===== src/rtl/vga_timing_2015.sv =====
// 640x480@60 VGA timing generator: free-running pixel/line counters plus
// registered sync, blanked colour and frame tick, all one clock behind xpos/ypos.
module vga_timing_2015 #(
  parameter int H_VISIBLE = 640,
  parameter int H_FRONT   = 16,
  parameter int H_SYNC    = 96,
  parameter int H_BACK    = 48,
  parameter int V_VISIBLE = 480,
  parameter int V_FRONT   = 10,
  parameter int V_SYNC    = 2,
  parameter int V_BACK    = 33
) (
  input  logic       clk25,
  input  logic       Reset,
  input  logic [2:0] red_in,
  input  logic [2:0] green_in,
  input  logic [1:0] blue_in,
  output logic [9:0] xpos,
  output logic [9:0] ypos,
  output logic       hsync,
  output logic       vsync,
  output logic [2:0] red,
  output logic [2:0] green,
  output logic [1:0] blue,
  output logic       frame_tick
);

  localparam logic [9:0] H_VIS    = 10'(H_VISIBLE);
  localparam logic [9:0] H_LAST   = 10'(H_VISIBLE + H_FRONT + H_SYNC + H_BACK - 1);
  localparam logic [9:0] HS_FIRST = 10'(H_VISIBLE + H_FRONT);
  localparam logic [9:0] HS_LAST  = 10'(H_VISIBLE + H_FRONT + H_SYNC - 1);
  localparam logic [9:0] V_VIS    = 10'(V_VISIBLE);
  localparam logic [9:0] V_LAST   = 10'(V_VISIBLE + V_FRONT + V_SYNC + V_BACK - 1);
  localparam logic [9:0] VS_FIRST = 10'(V_VISIBLE + V_FRONT);
  localparam logic [9:0] VS_LAST  = 10'(V_VISIBLE + V_FRONT + V_SYNC - 1);

  logic [9:0] xpos_q, xpos_d, ypos_q, ypos_d;
  logic       hsync_q, hsync_d, vsync_q, vsync_d, tick_q, tick_d;
  logic [2:0] red_q, red_d, green_q, green_d;
  logic [1:0] blue_q, blue_d;
  logic       visible;

  always_comb begin
    xpos_d = xpos_q + 10'd1;
    ypos_d = ypos_q;
    if (xpos_q == H_LAST) begin
      xpos_d = '0;
      ypos_d = (ypos_q == V_LAST) ? '0 : ypos_q + 10'd1;
    end
    // Everything below describes the pixel currently addressed; it lands one clock later.
    visible = (xpos_q < H_VIS) && (ypos_q < V_VIS);
    hsync_d = !((xpos_q >= HS_FIRST) && (xpos_q <= HS_LAST));
    vsync_d = !((ypos_q >= VS_FIRST) && (ypos_q <= VS_LAST));
    tick_d  = (xpos_q == '0) && (ypos_q == V_VIS);
    red_d   = visible ? red_in   : '0;
    green_d = visible ? green_in : '0;
    blue_d  = visible ? blue_in  : '0;
  end

  always_ff @(posedge clk25 or posedge Reset) begin
    if (Reset) begin
      xpos_q  <= '0;
      ypos_q  <= '0;
      hsync_q <= 1'b1;
      vsync_q <= 1'b1;
      tick_q  <= 1'b0;
      red_q   <= '0;
      green_q <= '0;
      blue_q  <= '0;
    end else begin
      xpos_q  <= xpos_d;
      ypos_q  <= ypos_d;
      hsync_q <= hsync_d;
      vsync_q <= vsync_d;
      tick_q  <= tick_d;
      red_q   <= red_d;
      green_q <= green_d;
      blue_q  <= blue_d;
    end
  end

  assign xpos       = xpos_q;
  assign ypos       = ypos_q;
  assign hsync      = hsync_q;
  assign vsync      = vsync_q;
  assign frame_tick = tick_q;
  assign red        = red_q;
  assign green      = green_q;
  assign blue       = blue_q;

endmodule


===== config.mk =====
export PLATFORM = sky130hd
export DESIGN_NAME = vga_timing_2015
export DESIGN_NICKNAME = d
export VERILOG_FILES = /design/src/rtl/vga_timing_2015.sv
export SDC_FILE = /design/constraint.sdc
export NUM_CORES = 1
export LEC_CHECK = 0
export BUFFER_PORTS_ARGS = -buffer_cell sky130_fd_sc_hd__buf_2
export CAP_MARGIN = 20
export CORE_ASPECT_RATIO = 0.7
export CORE_MARGIN = 2
export CORE_UTILIZATION = 54
export CTS_CLUSTER_SIZE = 10
export DETAILED_ROUTE_END_ITERATION = 16
export PLACE_DENSITY = 0.83
export SYNTH_ARGS = -nofsm -noshare
export SYNTH_HDL_FRONTEND = slang
export SYNTH_SLANG_ARGS = --single-unit

===== constraint.sdc =====
create_clock -name clk25 -period 6.8 [get_ports clk25]
set_clock_uncertainty 0.1 [all_clocks]
set_input_delay 0 -clock clk25 [delete_from_list [all_inputs] [get_ports clk25]]
set_output_delay 0 -clock clk25 [all_outputs]
set_load 0.1 [all_outputs]

==> impl_metrics.yaml, run 1 <==
outcome:
  outcome: "complete, no violations"
clocking:
  clock_path_buffers: 2
  clock_latency_ps: 290
  tritoncts: "built"
  cts-root-buf: "clkbuf_8"
  clk_pin_slew_ps: 60
  clock_sinks: 31
  ctsHoldBuffers: 9
  htreeDepth: 2
  cts_buffers: 5
  cts_setup_buffers: 0
  cts_resized: 0
synthesis:
  yosysWarningCount: 0
  ys_types: 30
  ys_seq_elements: 31
  syn_area_mm2: 0.00143
  synth_top_area_cell: "dfrtp_1"
  syn-num-nets: 146
  ys_seq_area_frac: 0.545
  synth_top_area_share: 0.508
  yosys-top-cells-area: "dfrtp_1 51%, xnor2_1 5.5%, and2_1 3.9%"
  syn_avg_cell_area_um2: 10.8
  synthCells: 132
setup_path:
  endpoint_kind: "flop"
  ff2ff_setup_slack_ps: 4500
  rr_worst_depth: 4
  crit_end: "ypos[9]"
  startpoint_type: "flop"
  path_max_fanout: 10
  r2r_start: "xpos[5]"
  path_class: "reg -> reg"
  critPathArrivalTime_ps: 2410
  reg2reg_to: "ypos[9]"
  startpoint: "xpos[5]"
  cp.required_ps: 6910
route:
  drt_first_pass_iters: 4
  drcViolationCount: 0
  ant_nets: 0
  vias: 1225
  drt_iter0_drc: 104
  wl_per_cell_um: 15.6
  vias_per_cell: 5.62
  wirelength_mm: 3.39
grt:
  grt-ovfl-total: 0
  antenna_found_initial: 0
  grt_max_degree: 20
  grt_pass1_wl_mm: 5.38
  grt_pass1_vias: 1076
  grt_usage: 0.248
finish:
  diodes: 0
  fillers: 179
  final_common_cell: "buf_2"
  regArea_um2: 778
  area_delta_synth_final_pct: 29.5
  final_cell_mix: "40 x buf_2, 29 x dfrtp_1"
  layout-drive-gt1-share: 0.288
  multi_input_area_um2: 588
  num-nets-final: 197
  final-instance-count-excl-fill: 218
  fin_util: 0.746
placed_design:
  port_buffers: 40
  dp_hpwl_mm: 2.27
  dp.cells: 201
  gp_congestion: 0.853
  dp_slack_ps: 4520
timing:
  period_minus_slack_ps: 2300
  slew_headroom: 0.587
  worst_slack_ps: 4500
  rsz0062_at_grt: "false"
  hold_viol_final: 0
  period_share: 0.338
  fin_setup_tns_ps: 0
  slew_viol_final: 0
  tightest_slew_ps: 613
  setup_viol: 0
  clock.fmax_mhz: 435
die:
  fp.coreArea_mm2: 0.00248
  start_util: 0.576
  die-area_mm2: 0.00308
  ioPinCount: 41
  fp.dieW_um: 65.5
  row_count: 15
  chipHeight_um: 47.0
flow_run:
  max_cap_viol_count: 0
pwr:
  leakage_nw: 0.895
  power.density_mw_per_mm2: 206
  ir_worst_vdd_mv: 0.165
  power_w: 0.000380
hold_path:
  hp-class: "in -> async"
## synthesized netlist by cell type (all sizes together)
| cell type | number |
|---|---|
| a21oi | 2 |
| and2 | 9 |
| and3 | 5 |
| and3b | 1 |
| and4 | 1 |
| buf | 3 |
| clkbuf | 3 |
| dfrtp | 29 |
| dfstp | 2 |
| ha | 4 |
| inv | 6 |
| nand2 | 5 |
| nand3 | 9 |
| nand4 | 6 |
| nor2 | 9 |
| nor3 | 3 |
| nor3b | 2 |
| nor4 | 4 |
| nor4b | 2 |
| o21a | 1 |
| o21ai | 6 |
| o31ai | 1 |
| or3 | 3 |
| or4 | 2 |
| or4b | 1 |
| xnor2 | 9 |
| xor2 | 4 |
## sequential cells by signal (all words and copies together) (netlist names)
name	flops
blue	2
vsync	1
red	3
hsync	1
ypos	10
frame_tick	1
xpos	10
green	3
## per-layer routing
layer | up-vias | GRT usage | part of all wire
li1 | 562 | - | -
met1 | 576 | 0.316 | 0.43
met2 | 79 | 0.388 | 0.47
met3 | 8 | 0.0983 | 0.084
met4 | 0 | 0.104 | 0.016
met5 | - | 0 | 0
## where the power goes
| part | internal [W] | switching, W |
|---|---|---|
| sequential | 0.000187 | 0.000000614 |
| clock | 0.0000922 | 0.0000659 |
| combinational | 0.00000950 | 0.0000251 |
| total | 0.000289 | 0.0000916 |
## metrics by stage
step	hold WS (ps)	area, um2
floorplan	2.02	1430
global placement	105	1630
detailed placement	-3.23	1660
CTS	238	1850
global route	283	1850
finish	239	1850
## worst max-delay path, stage by stage, from the launching register on
cell and delay, ps:
dfrtp_1 480, or4b_4 630, or4_4 550, or3_1 320, a21oi_1 150
## kinds of logic after synthesis
group           count (synthesis)  synth area share
buf+inv                        12            0.0429
xor+xnor                       13            0.0798
compound gates                 10            0.0386
flops                          31             0.545
simple gates                   62             0.259
fa+ha+maj                       4            0.0351
## final cells by class
type / instances / area share
repair buffers: 50 / 0.172
multi-input cells: 89 / 0.318
flip-flops and latches: 31 / 0.421
inverters: 6 / 0.0122
clock buffers: 8 / 0.0541
well taps: 34 / 0.0230
## worst min-delay path by stage
stage / start / to / slack (ps)
after detailed placement: Reset / xpos[3] / -3
after CTS: Reset / xpos[3] / 240
after global routing: Reset / green[1] / 280
after floorplan: Reset / blue[0] / 2
final: Reset / xpos[3] / 240
after global placement: blue_in[0] / blue[0] / 110
Power figures use the tool's default switching activity.
==> run 2: changes to the inputs <==
--- a/config.mk
+++ b/config.mk
@@ -5,14 +5,15 @@
 export SDC_FILE = /design/constraint.sdc
 export NUM_CORES = 1
 export LEC_CHECK = 0
+export ABC_AREA = 1
 export BUFFER_PORTS_ARGS = -buffer_cell sky130_fd_sc_hd__buf_2
 export CAP_MARGIN = 20
 export CORE_ASPECT_RATIO = 0.7
 export CORE_MARGIN = 2
-export CORE_UTILIZATION = 54
+export CORE_UTILIZATION = 47
 export CTS_CLUSTER_SIZE = 10
 export DETAILED_ROUTE_END_ITERATION = 16
-export PLACE_DENSITY = 0.83
+export PLACE_DENSITY = 0.75
 export SYNTH_ARGS = -nofsm -noshare
 export SYNTH_HDL_FRONTEND = slang
 export SYNTH_SLANG_ARGS = --single-unit
==> constraint.sdc (replaced) <==
create_clock -name clk25 -period 1.9 [get_ports clk25]
set_clock_uncertainty 0.1 [all_clocks]
set_input_delay 0 -clock clk25 [delete_from_list [all_inputs] [get_ports clk25]]
set_output_delay 0 -clock clk25 [all_outputs]
set_load 0.1 [all_outputs]
==> impl_metrics.yaml, run 2 <==
outcome:
  outcome: "complete, no violations"
clocking:
  cts_setup_buffers: 0
  tritoncts: "built"
  cts-root-buf: "clkbuf_8"
  cts_resized: 0
  ctsHoldBuffers: 9
  clock_path_buffers: 2
  clock_latency_ps: 280
  clk_pin_slew_ps: 70
  cts_buffers: 5
  clock_sinks: 31
  htreeDepth: 2
synthesis:
  synth_common_cells: "37 x inv_1, 29 x dfrtp_1, 29 x nand2_1, 29 x nor2_1, 14 x nand3_1"
  ys.flop_type: "dfrtp_1"
  ys_seq_area_frac: 0.481
  syn_avg_cell_area_um2: 8.18
  ys_seq_elements: 31
  synth_top_area_share: 0.448
  syn_area_mm2: 0.00162
  synthCells: 198
  synth-edff-count: 0
  yosys-top-cells-area: "dfrtp_1 45%, inv_1 8.6%, nand2_1 6.7%"
  post-synth-top-count-cell: "inv_1"
  ys_types: 24
  syn-num-nets: 212
  synthArstFlopShare: 1.00
  synth_top_area_cell: "dfrtp_1"
  yosysWarningCount: 0
finish:
  diodes: 0
  final_common_cell: "buf_2"
  area_delta_synth_final_pct: 28.1
  final-instance-count-excl-fill: 298
  num-nets-final: 264
  final_cell_mix: "40 x buf_2, 37 x inv_1, 29 x nand2_1, 29 x nor2_1, 19 x dfrtp_1"
  fin_util: 0.646
  layout-drive-gt1-share: 0.279
timing:
  setup_viol: 0
  hold_viol_final: 0
  period_minus_slack_ps: 1630
  period_share: 0.857
  clock.fmax_mhz: 614
  rsz0062_at_grt: "false"
  tightest_slew_ps: 494
  slew_headroom: 0.673
  slew_viol_final: 0
setup_path:
  rr_worst_depth: 8
  startpoint_type: "flop"
  reg2reg_to: "ypos[9]"
  path_max_fanout: 17
  r2r_start: "xpos[0]"
  cp.required_ps: 1970
  startpoint: "xpos[0]"
  path_class: "reg -> reg"
  crit_end: "ypos[9]"
  critPathArrivalTime_ps: 1700
  ff2ff_setup_slack_ps: 270
  endpoint_kind: "flop"
placed_design:
  dp.cells: 281
  port_buffers: 40
  dp_hpwl_mm: 2.59
  gp_congestion: 0.955
die:
  fp.dieW_um: 74.2
  fp.coreArea_mm2: 0.00321
  ioPinCount: 41
  row_count: 17
  start_util: 0.504
  chipHeight_um: 53.1
  die-area_mm2: 0.00394
grt:
  grt_pass1_wl_mm: 5.73
  grt-ovfl-total: 0
  grt_usage: 0.201
  grt_max_degree: 32
  antenna_found_initial: 0
  grt_pass1_vias: 1181
route:
  drt_iter0_drc: 78
  vias: 1436
  vias_per_cell: 4.82
  wirelength_mm: 3.58
  drt_first_pass_iters: 4
  ant_nets: 0
  wl_per_cell_um: 12.0
  drcViolationCount: 0
pwr:
  ir_worst_vdd_mv: 0.412
  power_w: 0.00145
  leakage_nw: 1.11
  power.density_mw_per_mm2: 701
hold_path:
  hp-class: "in -> async"
flow_run:
  max_cap_viol_count: 0
-- run 2: cell type report --
cell class | instances | area, um2
Inverter | 38 | 143
Multi-Input combinational cell | 124 | 667
Tap cell | 47 | 58.8
Clock inverter | 2 | 35.0
Sequential cell | 31 | 791
Clock buffer | 6 | 82.6
Timing Repair Buffer | 50 | 298
Fill cell | 282 | 1140
-- run 2: power by group --
| part | internal (W) | leakage (nW) | switching [W] |
|---|---|---|---|
| registers | 0.000669 | 0.379 | 0.00000189 |
| clock network | 0.000424 | 0.0612 | 0.000240 |
| logic | 0.0000292 | 0.669 | 0.0000904 |
-- run 2: cell families (layout without fill, tap and decap cells) --
| group | Yosys count | in the layout | synth area share |
|---|---|---|---|
| AO/OA/AOI/OAI | 9 | 9 | 0.0278 |
| XOR/XNOR | 9 | 9 | 0.0487 |
| adder cells (fa/ha/maj) | 4 | 4 | 0.0309 |
| buffers and inverters | 43 | 96 | 0.107 |
| flip-flops | 31 | 31 | 0.481 |
| AND/OR/NAND/NOR | 102 | 102 | 0.304 |
-- run 2: per-stage QoR --
stage / setup TNS [ps] / setup WS, ps / cell area, um2 / hold WS [ps]
6_report: 0 / 272 / 2070 / 230
5_1_grt: 0 / 128 / 2070 / 296
4_1_cts: 0 / 269 / 2070 / 244
3_5_place_dp: 0 / 285 / 1870 / -4.55
3_3_place_gp: 0 / 341 / 1870 / -4.42
2_1_floorplan: -9.39 / -9.39 / 1630 / 1.33
-- run 2: critical path: stages, from the launching register on --
cell and delay [ps]:
dfrtp_2 410, ha_1 230, nand2_2 90, nor2_2 100, nand2_2 90, nor2_8 210, nand3_1 130, nand2_1 110
nor2_1 50
-- run 2: how the worst min path moves through the flow --
stage              end  slack, ps  depth (start not counted)
2_1_floorplan  blue[0]          1                          1
3_3_place_gp   xpos[6]         -4                          3
3_5_place_dp   xpos[6]         -5                          3
4_1_cts        xpos[7]        240                          4
5_1_grt        xpos[5]        300                          4
6_report       xpos[7]        230                          4
-- run 2: routing by layer --
metal / global-route usage / share of wire
met5: 0 / 0
met4: 0.0455 / 0.0053
met3: 0.0648 / 0.085
met2: 0.265 / 0.40
met1: 0.313 / 0.51
